<file path="src/rtl/mem_port_arbiter_if.sv">
// Request/response bus of the two-port memory arbiter: fetch port, data port and shared RAM port.
// The arbiter uses the slave view; the surrounding control unit, datapath and RAM use the master view.
interface mem_port_arbiter_if #(
   parameter int unsigned AW = 8
);
   logic          f_mfa;
   logic [AW-1:0] f_addr;
   logic [31:0]   f_rdata;
   logic          f_mfc;
   logic          f_err;

   logic          d_mfa;
   logic          d_rw;
   logic [1:0]    d_size;
   logic [AW-1:0] d_addr;
   logic [31:0]   d_wdata;
   logic [31:0]   d_rdata;
   logic          d_mfc;
   logic          d_err;

   logic          ram_en;
   logic          ram_rw;
   logic [1:0]    ram_size;
   logic [AW-1:0] ram_addr;
   logic [31:0]   ram_wdata;
   logic [31:0]   ram_rdata;

   modport slave (
      input  f_mfa, f_addr, d_mfa, d_rw, d_size, d_addr, d_wdata, ram_rdata,
      output f_rdata, f_mfc, f_err, d_rdata, d_mfc, d_err,
             ram_en, ram_rw, ram_size, ram_addr, ram_wdata
   );

   modport master (
      output f_mfa, f_addr, d_mfa, d_rw, d_size, d_addr, d_wdata, ram_rdata,
      input  f_rdata, f_mfc, f_err, d_rdata, d_mfc, d_err,
             ram_en, ram_rw, ram_size, ram_addr, ram_wdata
   );
endinterface

</file>
<file path="src/rtl/mem_port_arbiter.sv">
// Arbitrates fetch and data requesters onto one byte-addressed RAM, holding the RAM port for
// WAIT+1 cycles per access and returning a one-cycle MFC pulse (with error flag) to the winner.
module mem_port_arbiter #(
   parameter int unsigned AW   = 8,
   parameter int unsigned WAIT = 2
) (
   input logic               CLK,
   input logic               Reset,
   mem_port_arbiter_if.slave bus
);
   // REJECT is a one-cycle turnaround so rejected accesses report after the second edge.
   typedef enum logic [1:0] {IDLE, ACCESS, REJECT, DONE} state_t;

   state_t        state_q, state_d;
   logic [3:0]    cnt_q, cnt_d;
   logic          gnt_q, gnt_d;
   logic          last_gnt_q, last_gnt_d;
   logic          err_q, err_d;
   logic          rw_q, rw_d;
   logic [1:0]    size_q, size_d;
   logic [AW-1:0] addr_q, addr_d;
   logic [31:0]   wdata_q, wdata_d;
   logic [31:0]   rdata_q, rdata_d;

   logic          take_f, take_d, bad;
   logic          in_access, in_done;

   always_comb begin
      state_d    = state_q;
      cnt_d      = cnt_q;
      gnt_d      = gnt_q;
      last_gnt_d = last_gnt_q;
      err_d      = err_q;
      rw_d       = rw_q;
      size_d     = size_q;
      addr_d     = addr_q;
      wdata_d    = wdata_q;
      rdata_d    = rdata_q;
      take_f     = 1'b0;
      take_d     = 1'b0;
      bad        = 1'b0;

      unique case (state_q)
         IDLE: begin
            // On a tie the port that did not win last time goes first.
            take_d = bus.d_mfa & (~bus.f_mfa | ~last_gnt_q);
            take_f = bus.f_mfa & ~take_d;
            if (take_d) begin
               rw_d    = bus.d_rw;
               size_d  = bus.d_size;
               addr_d  = bus.d_addr;
               wdata_d = bus.d_wdata;
               bad     = (bus.d_size == 2'b11) ||
                         (bus.d_size == 2'b01 && bus.d_addr[0]) ||
                         (bus.d_size == 2'b10 && bus.d_addr[1:0] != 2'b00);
            end else if (take_f) begin
               rw_d    = 1'b0;
               size_d  = 2'b10;
               addr_d  = bus.f_addr;
               wdata_d = '0;
               bad     = (bus.f_addr[1:0] != 2'b00);
            end
            if (take_f || take_d) begin
               gnt_d      = take_d;
               last_gnt_d = take_d;
               err_d      = bad;
               rdata_d    = '0;
               cnt_d      = 4'(WAIT);
               state_d    = bad ? REJECT : ACCESS;
            end
         end
         ACCESS: begin
            if (cnt_q != 4'd0) begin
               cnt_d = cnt_q - 4'd1;
            end else begin
               state_d = DONE;
               if (!rw_q) begin
                  unique case (size_q)
                     2'b00:   rdata_d = {24'b0, bus.ram_rdata[7:0]};
                     2'b01:   rdata_d = {16'b0, bus.ram_rdata[15:0]};
                     default: rdata_d = bus.ram_rdata;
                  endcase
               end
            end
         end
         REJECT:  state_d = DONE;
         DONE:    state_d = IDLE;
         default: state_d = IDLE;
      endcase
   end

   always_ff @(posedge CLK) begin
      if (!Reset) begin
         state_q    <= IDLE;
         cnt_q      <= '0;
         gnt_q      <= 1'b0;
         last_gnt_q <= 1'b0;
         err_q      <= 1'b0;
         rw_q       <= 1'b0;
         size_q     <= '0;
         addr_q     <= '0;
         wdata_q    <= '0;
         rdata_q    <= '0;
      end else begin
         state_q    <= state_d;
         cnt_q      <= cnt_d;
         gnt_q      <= gnt_d;
         last_gnt_q <= last_gnt_d;
         err_q      <= err_d;
         rw_q       <= rw_d;
         size_q     <= size_d;
         addr_q     <= addr_d;
         wdata_q    <= wdata_d;
         rdata_q    <= rdata_d;
      end
   end

   // Outputs decode only from flops, so nothing combinational reaches them from the inputs.
   assign in_access = (state_q == ACCESS);
   assign in_done   = (state_q == DONE);

   assign bus.ram_en    = in_access;
   assign bus.ram_rw    = in_access & rw_q;
   assign bus.ram_size  = in_access ? size_q : '0;
   assign bus.ram_addr  = in_access ? addr_q : '0;
   assign bus.ram_wdata = (in_access & rw_q) ? wdata_q : '0;

   assign bus.f_mfc   = in_done & ~gnt_q;
   assign bus.f_err   = in_done & ~gnt_q & err_q;
   assign bus.f_rdata = (in_done & ~gnt_q) ? rdata_q : '0;

   assign bus.d_mfc   = in_done & gnt_q;
   assign bus.d_err   = in_done & gnt_q & err_q;
   assign bus.d_rdata = (in_done & gnt_q) ? rdata_q : '0;
endmodule
</file>
<file path="src/flat_wrapper.sv">
// flat-port wrapper written by rule: the top's interface ports become plain ports
module mem_port_arbiter_flat 
#(
   parameter int unsigned AW   = 8,
   parameter int unsigned WAIT = 2
)
  (CLK, Reset, bus_f_mfa, bus_f_addr, bus_d_mfa, bus_d_rw, bus_d_size, bus_d_addr, bus_d_wdata, bus_ram_rdata, bus_f_rdata, bus_f_mfc, bus_f_err, bus_d_rdata, bus_d_mfc, bus_d_err, bus_ram_en, bus_ram_rw, bus_ram_size, bus_ram_addr, bus_ram_wdata);
  mem_port_arbiter_if #(.AW(AW)) bus_i ();
  input logic CLK;
  input logic Reset;
  input wire logic [$bits(bus_i.f_mfa)-1:0] bus_f_mfa;
  input wire logic [$bits(bus_i.f_addr)-1:0] bus_f_addr;
  input wire logic [$bits(bus_i.d_mfa)-1:0] bus_d_mfa;
  input wire logic [$bits(bus_i.d_rw)-1:0] bus_d_rw;
  input wire logic [$bits(bus_i.d_size)-1:0] bus_d_size;
  input wire logic [$bits(bus_i.d_addr)-1:0] bus_d_addr;
  input wire logic [$bits(bus_i.d_wdata)-1:0] bus_d_wdata;
  input wire logic [$bits(bus_i.ram_rdata)-1:0] bus_ram_rdata;
  output wire logic [$bits(bus_i.f_rdata)-1:0] bus_f_rdata;
  output wire logic [$bits(bus_i.f_mfc)-1:0] bus_f_mfc;
  output wire logic [$bits(bus_i.f_err)-1:0] bus_f_err;
  output wire logic [$bits(bus_i.d_rdata)-1:0] bus_d_rdata;
  output wire logic [$bits(bus_i.d_mfc)-1:0] bus_d_mfc;
  output wire logic [$bits(bus_i.d_err)-1:0] bus_d_err;
  output wire logic [$bits(bus_i.ram_en)-1:0] bus_ram_en;
  output wire logic [$bits(bus_i.ram_rw)-1:0] bus_ram_rw;
  output wire logic [$bits(bus_i.ram_size)-1:0] bus_ram_size;
  output wire logic [$bits(bus_i.ram_addr)-1:0] bus_ram_addr;
  output wire logic [$bits(bus_i.ram_wdata)-1:0] bus_ram_wdata;
  assign bus_i.f_mfa = bus_f_mfa;
  assign bus_i.f_addr = bus_f_addr;
  assign bus_i.d_mfa = bus_d_mfa;
  assign bus_i.d_rw = bus_d_rw;
  assign bus_i.d_size = bus_d_size;
  assign bus_i.d_addr = bus_d_addr;
  assign bus_i.d_wdata = bus_d_wdata;
  assign bus_i.ram_rdata = bus_ram_rdata;
  assign bus_f_rdata = bus_i.f_rdata;
  assign bus_f_mfc = bus_i.f_mfc;
  assign bus_f_err = bus_i.f_err;
  assign bus_d_rdata = bus_i.d_rdata;
  assign bus_d_mfc = bus_i.d_mfc;
  assign bus_d_err = bus_i.d_err;
  assign bus_ram_en = bus_i.ram_en;
  assign bus_ram_rw = bus_i.ram_rw;
  assign bus_ram_size = bus_i.ram_size;
  assign bus_ram_addr = bus_i.ram_addr;
  assign bus_ram_wdata = bus_i.ram_wdata;
  mem_port_arbiter #(.AW(AW), .WAIT(WAIT)) u_core (.CLK(CLK), .Reset(Reset), .bus(bus_i));
endmodule
</file>
<file path="config.mk">
export PLATFORM = sky130hd
export DESIGN_NAME = mem_port_arbiter_flat
export DESIGN_NICKNAME = d
export VERILOG_FILES = /design/src/rtl/mem_port_arbiter_if.sv /design/src/rtl/mem_port_arbiter.sv /design/src/flat_wrapper.sv
export SDC_FILE = /design/constraint.sdc
export NUM_CORES = 1
export LEC_CHECK = 0
export ABC_CLOCK_PERIOD_IN_PS = 1800
export CAP_MARGIN = 10
export CORE_ASPECT_RATIO = 2
export CORE_UTILIZATION = 37
export CTS_CLUSTER_DIAMETER = 100
export CTS_CLUSTER_SIZE = 28
export DETAILED_ROUTE_END_ITERATION = 10
export PLACE_DENSITY = 0.78
export SLEW_MARGIN = 25
export SYNTH_ARGS = -nofsm -noshare
export SYNTH_HDL_FRONTEND = slang
export SYNTH_SLANG_ARGS = --single-unit
</file>
<file path="constraint.sdc">
create_clock -name CLK -period 1.8 [get_ports CLK]
set_input_delay 0.36 -clock CLK [delete_from_list [all_inputs] [get_ports CLK]]
set_output_delay 0.36 -clock CLK [all_outputs]
set_load 0.1 [all_outputs]
</file>
======== Word-level counts from Yosys, hierarchy flattened ========
Cells that the tools add are included.
word-level totals
  register bits ........................... 83
  output and inout port bits .............. 112
  word-level logic and storage cells ...... 77
cells by class
  $add $sub $neg .......................... 1
  equality and inequality tests ........... 11
  muxes and demuxes ....................... 28
  bitwise logic cells ..................... 11
  reduce and logical (&&, ||, !) cells .... 17
operator list
  cell                                                                      count
  32-bit 2-to-1 mux                                                         8
  32-bit one-hot mux with 2 select lines                                    2
  8-bit 2-to-1 mux                                                          3
  2-bit 2-to-1 mux                                                          6
  2-bit == test (second input constant)                                     4
  4-bit 2-to-1 mux                                                          2
  2-bit one-hot mux with 4 select lines                                     1
  4-bit one-hot mux with 2 select lines                                     1
  2-bit nonzero test                                                        4
  1-bit AND                                                                 7
  2-bit by 1-bit == test with 1-bit output (second input constant)          3
  2-bit inequality test (second input constant)                             3
  2-bit AND reduction                                                       3
  1-bit 2-to-1 mux                                                          5
  2-bit zero test                                                           2
  4-bit AND reduction                                                       1
  4-bit nonzero test                                                        1
  4-bit by 1-bit subtractor with 4-bit output (second input constant)       1
  1-bit logical OR                                                          3
  1-bit NOT                                                                 3
  3-bit AND reduction                                                       1
  1-bit logical AND                                                         2
  2-bit by 1-bit inequality test with 1-bit output (second input constant)  1
  1-bit bitwise OR                                                          1

======== Logic depth before layout (Yosys ltp) ========
Gate-level depths: netlist (run 1).
  depth after elaboration ................. 11
  gate-level depth with buffers ........... 8
  gate-level depth less buffers ........... 6

======== Worst setup path after synthesis (run 1) ========
No wires, ideal clock.
  path type ............................... register to output
  start ................................... register u_core.state_q[0]
  end ..................................... output port bus_f_rdata[22]
  arrival time ............................ 2.746 ns
  required time ........................... 1.440 ns
  slack ................................... -1.306 ns
  stages on the path, launching flop included .. 5
  buffers on the path ..................... 1
  cells stage by stage .................... dfxtp_1 > ha_1 > nor2b_1 > clkbuf_1 > and2_1
on the way
  cells in the longest elaborated chain, start to end .. 3
RTL lines
  item                    RTL line                 text
  start, declared         mem_port_arbiter.sv:14   state_t state_q, state_d;
  start signal, assigned  mem_port_arbiter.sv:105  state_q <= state_d;
  2-bit == test           mem_port_arbiter.sv:120  assign in_done = (state_q == DONE);
  1-bit AND               n/a
  named net bus_f_mfc     flat_wrapper.sv:20       output wire logic [$bits(bus_i.f_mfc)-1:0] bus_f_mfc;
  32-bit 2-to-1 mux       mem_port_arbiter.sv:130  assign bus.f_rdata = (in_done & ~gnt_q) ? rdata_q : '0;
  end, declared           flat_wrapper.sv:19       output wire logic [$bits(bus_i.f_rdata)-1:0] bus_f_rdata;
The timed path passes the listed nets, and every way through them passes these cells.

======== Final worst setup path (run 1) ========
  start ................................... register u_core.state_q[0]
  end ..................................... output port bus_d_err
on the way
  cells in the longest elaborated chain, start to end .. 3
RTL lines
  item                    RTL line                 text
  2-bit == test           mem_port_arbiter.sv:120
  1-bit AND (2 in a row)  mem_port_arbiter.sv:133  assign bus.d_err = in_done & gnt_q & err_q;
  end, declared           flat_wrapper.sv:24       output wire logic [$bits(bus_i.d_err)-1:0] bus_d_err;
Every way passes these cells.

==> run_results.csv, run 1 <==
group,metric,value,unit
run_status,status,"finished with violations",
run_status,violations,"negative setup slack",
place,dp_hpwl,11000,um
yosys,yosysSeqAreaShare,41.7,%
global_routing,grt_pass1_vias,4683,
global_routing,grt_util_all_layers,29.7,%
layout,regArea,1670,um2
place,io_buffers,198,
floorplan,die_area,11200,um2
pwr,leakagePower,0.00360,uW
critical_path,cp-endpoint,"bus_d_err",
critical_path,startpoint_type,"register",
place,gp_congestion,0.845,
cts,cts_max_level,3,
pwr,power.density,1100,nW/um2
critical_path,end_kind,"primary output",
layout,multi_input_area,2800,um2
cts,clockBufferDepth,2,
floorplan,die_w,75.4,um
cts,clk_latency,0.35,ns
critical_path,required,1.44,ns
sta,clock.fmax,472,MHz
detailed_routing,drc,0,
sta,period_minus_slack,2.12,ns
global_routing,grt_max_degree,49,
layout,layout.nets,793,
detailed_routing,dr_total_vias,5124,
floorplan,std_cell_rows,53,
cts,cts_tree,"built",
critical_path,regToRegStartpoint,"u_core.state_q[1]",
cts,clockRootBuffer,"clkbuf_16",
detailed_routing,drt_iter0_drc,396,
sta,setup_slack,-0.317,ns
sta,slew_headroom,72.0,%
yosys,syn_area_per_cell,8.50,um2
yosys,synth_cell_types,36,
yosys,synthCells,469,
critical_path,arrival,1.76,ns
detailed_routing,vias_per_cell,6.06,
global_routing,antenna_found_initial,2,
cts,cts_sinks,83,
sta,finalCritPeriodShare,118,%
pwr,vdd_drop_max,821,uV
layout,layout_commonest_cell,"buf_12",
hold_path,min_path_type,"in -> reg",
layout,num-fill-cells,410,
yosys,yosysTopAreaCell,"dfxtp_1",
floorplan,die_h,149,um
place,dp_slack,-0.144,ns
yosys,syn_area,3990,um2
floorplan,coreArea,10500,um2
critical_path,cp-startpoint,"u_core.state_q[0]",
yosys,synth_nets,560,
yosys,yosysTopAreaCellShare,41.7,%
critical_path,r2r_slack,-0.28,ns
global_routing,grt_overflow,0,
sta,hold_viol,0,
cts,numCtsBuffers,9,
critical_path,critPathKind,"reg -> out",
cts,clk_pin_slew,0.07,ns
sta,setup_viol,149,
yosys,yosys-top-cells-area,"dfxtp_1 42%, and3_1 10%, and2_1 7.4%, a22oi_1 6.4%, nor2b_1 5.7%",
layout,finalCoreUtilization,86.7,%
floorplan,start_util,38.0,%
detailed_routing,wire_per_inst,28.0,um
sta,worstMarginPinSlew,0.415,ns
flow_run,maxCapViolCount,0,
layout,area_growth,128,%
global_routing,grt_pass1_wl,24800,um
sta,rsz0062_at_grt,"true",
yosys,yosys_register_bits,83,
critical_path,critPathMaxFanout,5,
yosys,yosys_warnings,0,
sta,drv_slew,0,
floorplan,ios,199,
detailed_routing,drt-pass1-iter-count,5,
layout,final_cell_mix,"121 x buf_12, 85 x clkdlybuf4s50_1, 78 x dfxtp_1",
detailed_routing,ant_nets,0,
critical_path,ff2ff_path_depth,9,
layout,drive_gt1_share,51.1,%
sta,clock_skew,0.0139,ns
pwr,power.total,9960,uW
detailed_routing,drt_wl_total,23600,um
critical_path,reg2reg_to,"u_core.rdata_q[19]",
## report_power, final
group          switching (uW)  internal [uW]  total, uW  leakage, uW
clock                     784           1390       2170     0.000170
sequential                321           2190       2510     0.000679
combinational            2920           2360       5280      0.00275
total                    4020           5940       9960      0.00360
## cell usage after synthesis
cell type	number
a21boi_0	1
and3_1	66
o21ai_0	15
buf_2	6
buf_1	5
a22o_1	9
nor2b_1	36
mux2_2	1
a32oi_1	1
or4b_1	1
o211ai_1	1
a41o_1	1
nor3_1	2
a21boi_1	1
xnor2_1	1
o221a_2	3
o211a_1	9
and2_1	47
nand2b_1	2
buf_6	1
nor2_1	4
inv_1	6
a21oi_1	3
nor3b_1	2
o21ai_1	15
nand2_1	38
or3b_2	1
clkbuf_1	33
nand3_1	25
o22ai_1	1
o21a_1	2
nor3_2	1
dfxtp_1	83
a22oi_1	34
ha_1	4
mux2i_1	8
## critical path, cell delays in order, from the launching register on
cell	delay (ns)
dfxtp_4	0.39
ha_4	0.16
buf_6	0.11
buf_6	0.11
buf_12	0.11
and3_1	0.30
buf_12	0.22
## worst min-delay path by stage
stage,from,cells after the start,slack (ns),endpoint
2_1_floorplan,u_core.rdata_q[31],2,0.44,u_core.rdata_q[31]
3_3_place_gp,u_core.rdata_q[31],2,0.45,u_core.rdata_q[31]
3_5_place_dp,u_core.rdata_q[19],2,0.46,u_core.rdata_q[19]
4_1_cts,Reset,2,0.39,u_core.state_q[0]
5_1_grt,Reset,2,0.42,u_core.state_q[0]
6_report,Reset,2,0.41,u_core.state_q[0]
## timing repair
item                                    in CTS  in global routing
hold buffers                                 0                  0
cloned                                       5                 14
setup buffers                               10                 15
resized for setup                           63                 72
pin swaps                                   19                 23
endpoints found under the setup margin     118                180
## per-layer routing
layer	global-route usage, %	up-vias	part of all wire, %
met4	15.7	2	9.6
li1	-	2122	-
met3	5.20	172	11
met1	29.2	2454	30
met5	0	-	0.055
met2	55.8	374	50
## sequential cells by signal (all words and copies together) (netlist names)
| signal | flops |
|---|---|
| u_core.rw_q | 1 |
| u_core.rdata_q | 32 |
| u_core.state_q | 2 |
| u_core.addr_q | 8 |
| u_core.cnt_q | 4 |
| u_core.size_q | 2 |
| u_core.gnt_q | 1 |
| u_core.err_q | 1 |
| u_core.wdata_q | 32 |
## cell type report
| type | count | share of cell area (%) |
|---|---|---|
| diodes | 1 | 0.0275 |
| flip-flops and latches | 83 | 18.4 |
| well taps | 137 | 1.89 |
| inverters | 6 | 0.275 |
| multi-input cells | 335 | 30.8 |
| clock inverters | 5 | 1.10 |
| clock buffers | 11 | 2.67 |
| repair buffers | 267 | 44.8 |
## cell families after synthesis
family	Yosys count	share of synthesized area (%)
multiplexers	9	2.29
AND/OR/NAND/NOR	225	32.2
adder cells (fa/ha/maj)	4	1.26
AO/OA/AOI/OAI	96	17.2
flip-flops	83	41.7
XOR/XNOR	1	0.220
buffers and inverters	51	5.18
## metrics by stage
stage | setup TNS, ns | hold slack, ns | std cells | instance area, um2
after CTS | -12.89 | 0.390 | 816 | 8460
final | -25.42 | 0.406 | 845 | 9080
after detailed placement | -2.95 | 0.464 | 785 | 7660
after floorplan | -2.42 | 0.441 | 469 | 4390
after global placement | -0.263 | 0.449 | 785 | 7660
after global routing | -29.45 | 0.425 | 844 | 9080
(Power assumes the default switching activity.)
==> inputs of run 2 (changes only) <==
--- a/config.mk
+++ b/config.mk
@@ -8,11 +8,12 @@
 export ABC_CLOCK_PERIOD_IN_PS = 1800
 export CAP_MARGIN = 10
 export CORE_ASPECT_RATIO = 2
-export CORE_UTILIZATION = 37
+export CORE_UTILIZATION = 57
 export CTS_CLUSTER_DIAMETER = 100
 export CTS_CLUSTER_SIZE = 28
 export DETAILED_ROUTE_END_ITERATION = 10
-export PLACE_DENSITY = 0.78
+export DONT_BUFFER_PORTS = 1
+export PLACE_DENSITY = 0.75
 export SLEW_MARGIN = 25
 export SYNTH_ARGS = -nofsm -noshare
 export SYNTH_HDL_FRONTEND = slang
==> run 2 against run 1 <==
  * The flow now stops in clock tree synthesis
  * Synthesized cell count unchanged
  * Area after synthesis unchanged
==> run_results.csv, run 2 <==
group,metric,value,unit
yosys,yosysSeqAreaShare,41.7,%
floorplan,die_h,120,um
place,gp_congestion,0.812,
cts,numCtsBuffers,9,
yosys,synthAdderAreaFrac,1.26,%
yosys,yosysTopAreaCellShare,41.7,%
yosys,synth_most_common_cell,"dfxtp_1",
yosys,synth_cell_types,36,
yosys,syn_area_per_cell,8.50,um2
floorplan,ios,199,
run_status,haltStage,"clock tree synthesis",
place,dp_hpwl,12300,um
yosys,muxShareOfSynthArea,2.29,%
run_status,status,"stopped before the end",
yosys,syn_area,3990,um2
yosys,synthFlopType,"dfxtp_1",
yosys,yosys_warnings,0,
yosys,yosys_register_bits,83,
cts,cts_max_level,3,
yosys,yosys-top-cells-area,"dfxtp_1 42%, and3_1 10%, and2_1 7.4%, a22oi_1 6.4%, nor2b_1 5.7%",
cts,clockBufferDepth,2,
yosys,synth_compound_area_share,17.2,%
floorplan,die_w,61.1,um
yosys,synth_nets,560,
yosys,yosysTopAreaCell,"dfxtp_1",
yosys,synth_top_family_by_area,"simple AND/OR/NAND/NOR gates",
cts,clockRootBuffer,"clkbuf_16",
cts,cts_sinks,83,
floorplan,start_util,59.7,%
yosys,synth_edf_count,0,
yosys,synth-simple-area-share,32.2,%
yosys,synthCells,469,
yosys,synth_commonest_cells,"83 x dfxtp_1, 66 x and3_1, 47 x and2_1",
run_status,tool.error,"[ERROR DPL-0038] Utilization greater than 100%, impossible to legalize",
yosys,async_reset_ff_share,0,%
place,io_buffers,0,
yosys,synth_xor_area_share,0.220,%
floorplan,std_cell_rows,42,
-- run 2: cells by family after synthesis --
logic type,count (synthesis)
DFF,83
xor gates and xnor gates,1
muxes,9
and+or+nand+nor,225
buffers and inverters,51
AOI/OAI and AO/OA,96
adders and majority gates,4
-- run 2: stage by stage --
step           std cells  worst slack [ns]  area [um2]  TNS (ns)
2_1_floorplan        469           -0.0754        4390     -2.42
3_3_place_gp         634            0.0277        6460         0
3_5_place_dp         634            -0.232        6460     -3.68
==> inputs of run 3 (changes only) <==
--- a/config.mk
+++ b/config.mk
@@ -5,15 +5,12 @@
 export SDC_FILE = /design/constraint.sdc
 export NUM_CORES = 1
 export LEC_CHECK = 0
-export ABC_CLOCK_PERIOD_IN_PS = 1800
+export ABC_CLOCK_PERIOD_IN_PS = 2300
 export CAP_MARGIN = 10
-export CORE_ASPECT_RATIO = 2
-export CORE_UTILIZATION = 57
-export CTS_CLUSTER_DIAMETER = 100
-export CTS_CLUSTER_SIZE = 28
+export CORE_UTILIZATION = 40
 export DETAILED_ROUTE_END_ITERATION = 10
 export DONT_BUFFER_PORTS = 1
-export PLACE_DENSITY = 0.75
+export PLACE_DENSITY_LB_ADDON = 0.15
 export SLEW_MARGIN = 25
 export SYNTH_ARGS = -nofsm -noshare
 export SYNTH_HDL_FRONTEND = slang
==> constraint.sdc (replaced) <==
create_clock -name CLK -period 2.3 [get_ports CLK]
set_input_delay 0.46 -clock CLK [delete_from_list [all_inputs] [get_ports CLK]]
set_output_delay 0.46 -clock CLK [all_outputs]
set_load 0.1 [all_outputs]
==> run 3 against run 2 <==
  * The run now ends clean
==> run_results.csv, run 3 (synthesized netlist as in run 1, its figures left out) <==
group,metric,value,unit
floorplan,ios,199,
layout,antennaDiodeCount,0,
pwr,power.total,4950,uW
detailed_routing,vias_per_cell,5.43,
critical_path,critPathTopFamily,"buffers and inverters",
floorplan,start_util,41.0,%
detailed_routing,wire_per_inst,17.0,um
critical_path,arrival,1.72,ns
critical_path,crit_buf_inv,3,
sta,setup_tns,0,ns
hold_path,min_path_type,"in -> reg",
pwr,power.density,744,nW/um2
global_routing,grt_overflow,0,
global_routing,antenna_found_initial,0,
cts,cts_max_level,3,
detailed_routing,wl_met3,1130,um
pwr,p_sw,1930,uW
detailed_routing,drt_wl_total,11900,um
sta,whs,0.245,ns
hold_path,min-delay-start,"bus_ram_rdata[7]",
pwr,vdd_drop_max,491,uV
floorplan,die_w,102,um
cts,cts_sinks,83,
pwr,p_comb_share,40.0,%
critical_path,crit_path_max_incr_delay,0.33,ns
detailed_routing,wl_met1,4570,um
critical_path,cp_cell_sequence,"inv_1, ha_4, clkbuf_8, and3_2, buf_12",
layout,drive_gt1_share,38.9,%
detailed_routing,drt_iter0_drc,176,
place,gp_congestion,0.785,
critical_path,startpoint_type,"register",
pwr,swShare,39.0,%
floorplan,die_area,10400,um2
floorplan,coreArea,9730,um2
layout,num-fill-cells,731,
sta,clock.fmax,459,MHz
cts,numCtsBuffers,9,
sta,hold_viol,0,
critical_path,regToRegStartpoint,"u_core.cnt_q[0]",
layout,final_area,6650,um2
hold_path,hold_end,"u_core.rdata_q[7]",
detailed_routing,drc,0,
cts,ctsHoldBuffers,0,
floorplan,die_h,102,um
critical_path,slowest_stage,"dfxtp_1",
sta,finalCritPeriodShare,94.7,%
pwr,cellInternalPower,3020,uW
global_routing,grt_util_all_layers,22.2,%
floorplan,std_cell_rows,36,
layout,layout_commonest_cell,"buf_12",
cts,cts_tree,"built",
cts,clockRootBuffer,"clkbuf_8",
place,placed_cell_area,6380,um2
detailed_routing,highest_layer,"met4",
sta,slew_headroom,58.8,%
layout,area_growth,66.8,%
detailed_routing,drt-pass1-iter-count,4,
sta,drv_slew,0,
critical_path,ff2ff_path_depth,6,
layout,final_cell_mix,"111 x buf_12, 82 x dfxtp_1, 38 x and2_2, 38 x nand2_1, 35 x nor2b_1",
cts,clockBufferDepth,2,
critical_path,end_kind,"primary output",
sta,setup_viol,0,
pwr,leakagePower,0.00281,uW
critical_path,reg2reg_to,"u_core.rdata_q[4]",
place,dp_hpwl,8630,um
sta,rsz0062_at_grt,"false",
flow_run,maxCapViolCount,0,
layout,layout.nets,652,
run_status,status,"completed",
detailed_routing,dr_total_vias,3782,
sta,period_minus_slack,2.18,ns
pwr,p_seq_share,37.6,%
critical_path,required,1.84,ns
cts,clk_pin_slew,0.08,ns
detailed_routing,wl_met2,6020,um
hold_path,min_path_cells,1,
layout,regArea,1660,um2
detailed_routing,ant_nets,0,
cts,clk_latency,0.34,ns
pwr,clkPwrFrac,22.4,%
sta,clock_skew,0.00600,ns
global_routing,grt_pass1_vias,3661,
global_routing,grt_pass1_wl,18100,um
global_routing,grt_max_degree,81,
place,io_buffers,0,
layout,reg.largest.list,"u_core.rdata_q: 32 flops, u_core.wdata_q: 32 flops, u_core.addr_q: 8 flops",
critical_path,critPathMaxFanout,15,
layout,multi_input_area,2230,um2
sta,worstMarginPinSlew,0.618,ns
critical_path,r2r_slack,0.35,ns
critical_path,critPathKind,"reg -> out",
## run 3: power by group through the flow
stage | sequential [uW] | clock [uW] | combinational, uW
after floorplan | 1830 | 0 | 1470
after CTS | 1860 | 1140 | 1910
after detailed placement | 1890 | 0 | 1900
final | 1860 | 1110 | 1980
after global placement | 1870 | 0 | 1830
after global routing | 1890 | 1200 | 2150
## run 3: per-layer routing
| metal | vias up | global-route usage, % |
|---|---|---|
| met4 | 0 | 7.25 |
| met2 | 166 | 38.5 |
| met1 | 1773 | 26.0 |
| met5 | - | 0 |
| li1 | 1829 | - |
| met3 | 14 | 7.32 |
## run 3: timing repair
| action | 4_1_cts | 5_1_grt |
|---|---|---|
| setup endpoints to repair | 6 | 44 |
| setup buffers | 2 | 2 |
| gates resized for setup | 0 | 2 |
| pin swaps | 0 | 1 |
## run 3: worst max path at each step
stage / start / endpoint / slack [ns] / depth (start not counted)
2_1_floorplan: u_core.state_q[0] / bus_f_rdata[22] / -0.04 / 4
3_3_place_gp: u_core.state_q[0] / u_core.cnt_q[3] / 0.34 / 5
3_5_place_dp: u_core.state_q[0] / u_core.cnt_q[3] / 0.30 / 5
4_1_cts: u_core.state_q[0] / bus_d_rdata[12] / 0.05 / 4
5_1_grt: u_core.state_q[1] / bus_ram_wdata[18] / 0.05 / 5
6_report: u_core.state_q[1] / bus_ram_wdata[5] / 0.12 / 5
## run 3: cell type report
cell class | instances | area share, %
tap | 133 | 2.50
clock buffer | 10 | 2.07
clock inverter | 3 | 0.979
sequential | 83 | 25.0
inverter | 6 | 0.339
timing repair buffer | 126 | 35.6
multi-input combinational | 335 | 33.5
## run 3: worst reg2reg max path: cells and delay by family (launching register included)
family                     cells  cell delay, ns
and+or+nand+nor                2            0.75
AOI/OAI and AO/OA              2            0.51
DFF                            1            0.34
adders and majority gates      1            0.18
buffers and inverters          1            0.06
## run 3: through the flow
step                cells  util, %  setup slack [ns]
finish                696     68.3             0.121
global route          696     68.3            0.0479
CTS                   694     67.8            0.0539
detailed placement    679     65.6             0.299
global placement      679     65.6             0.343
floorplan             469        -           -0.0392
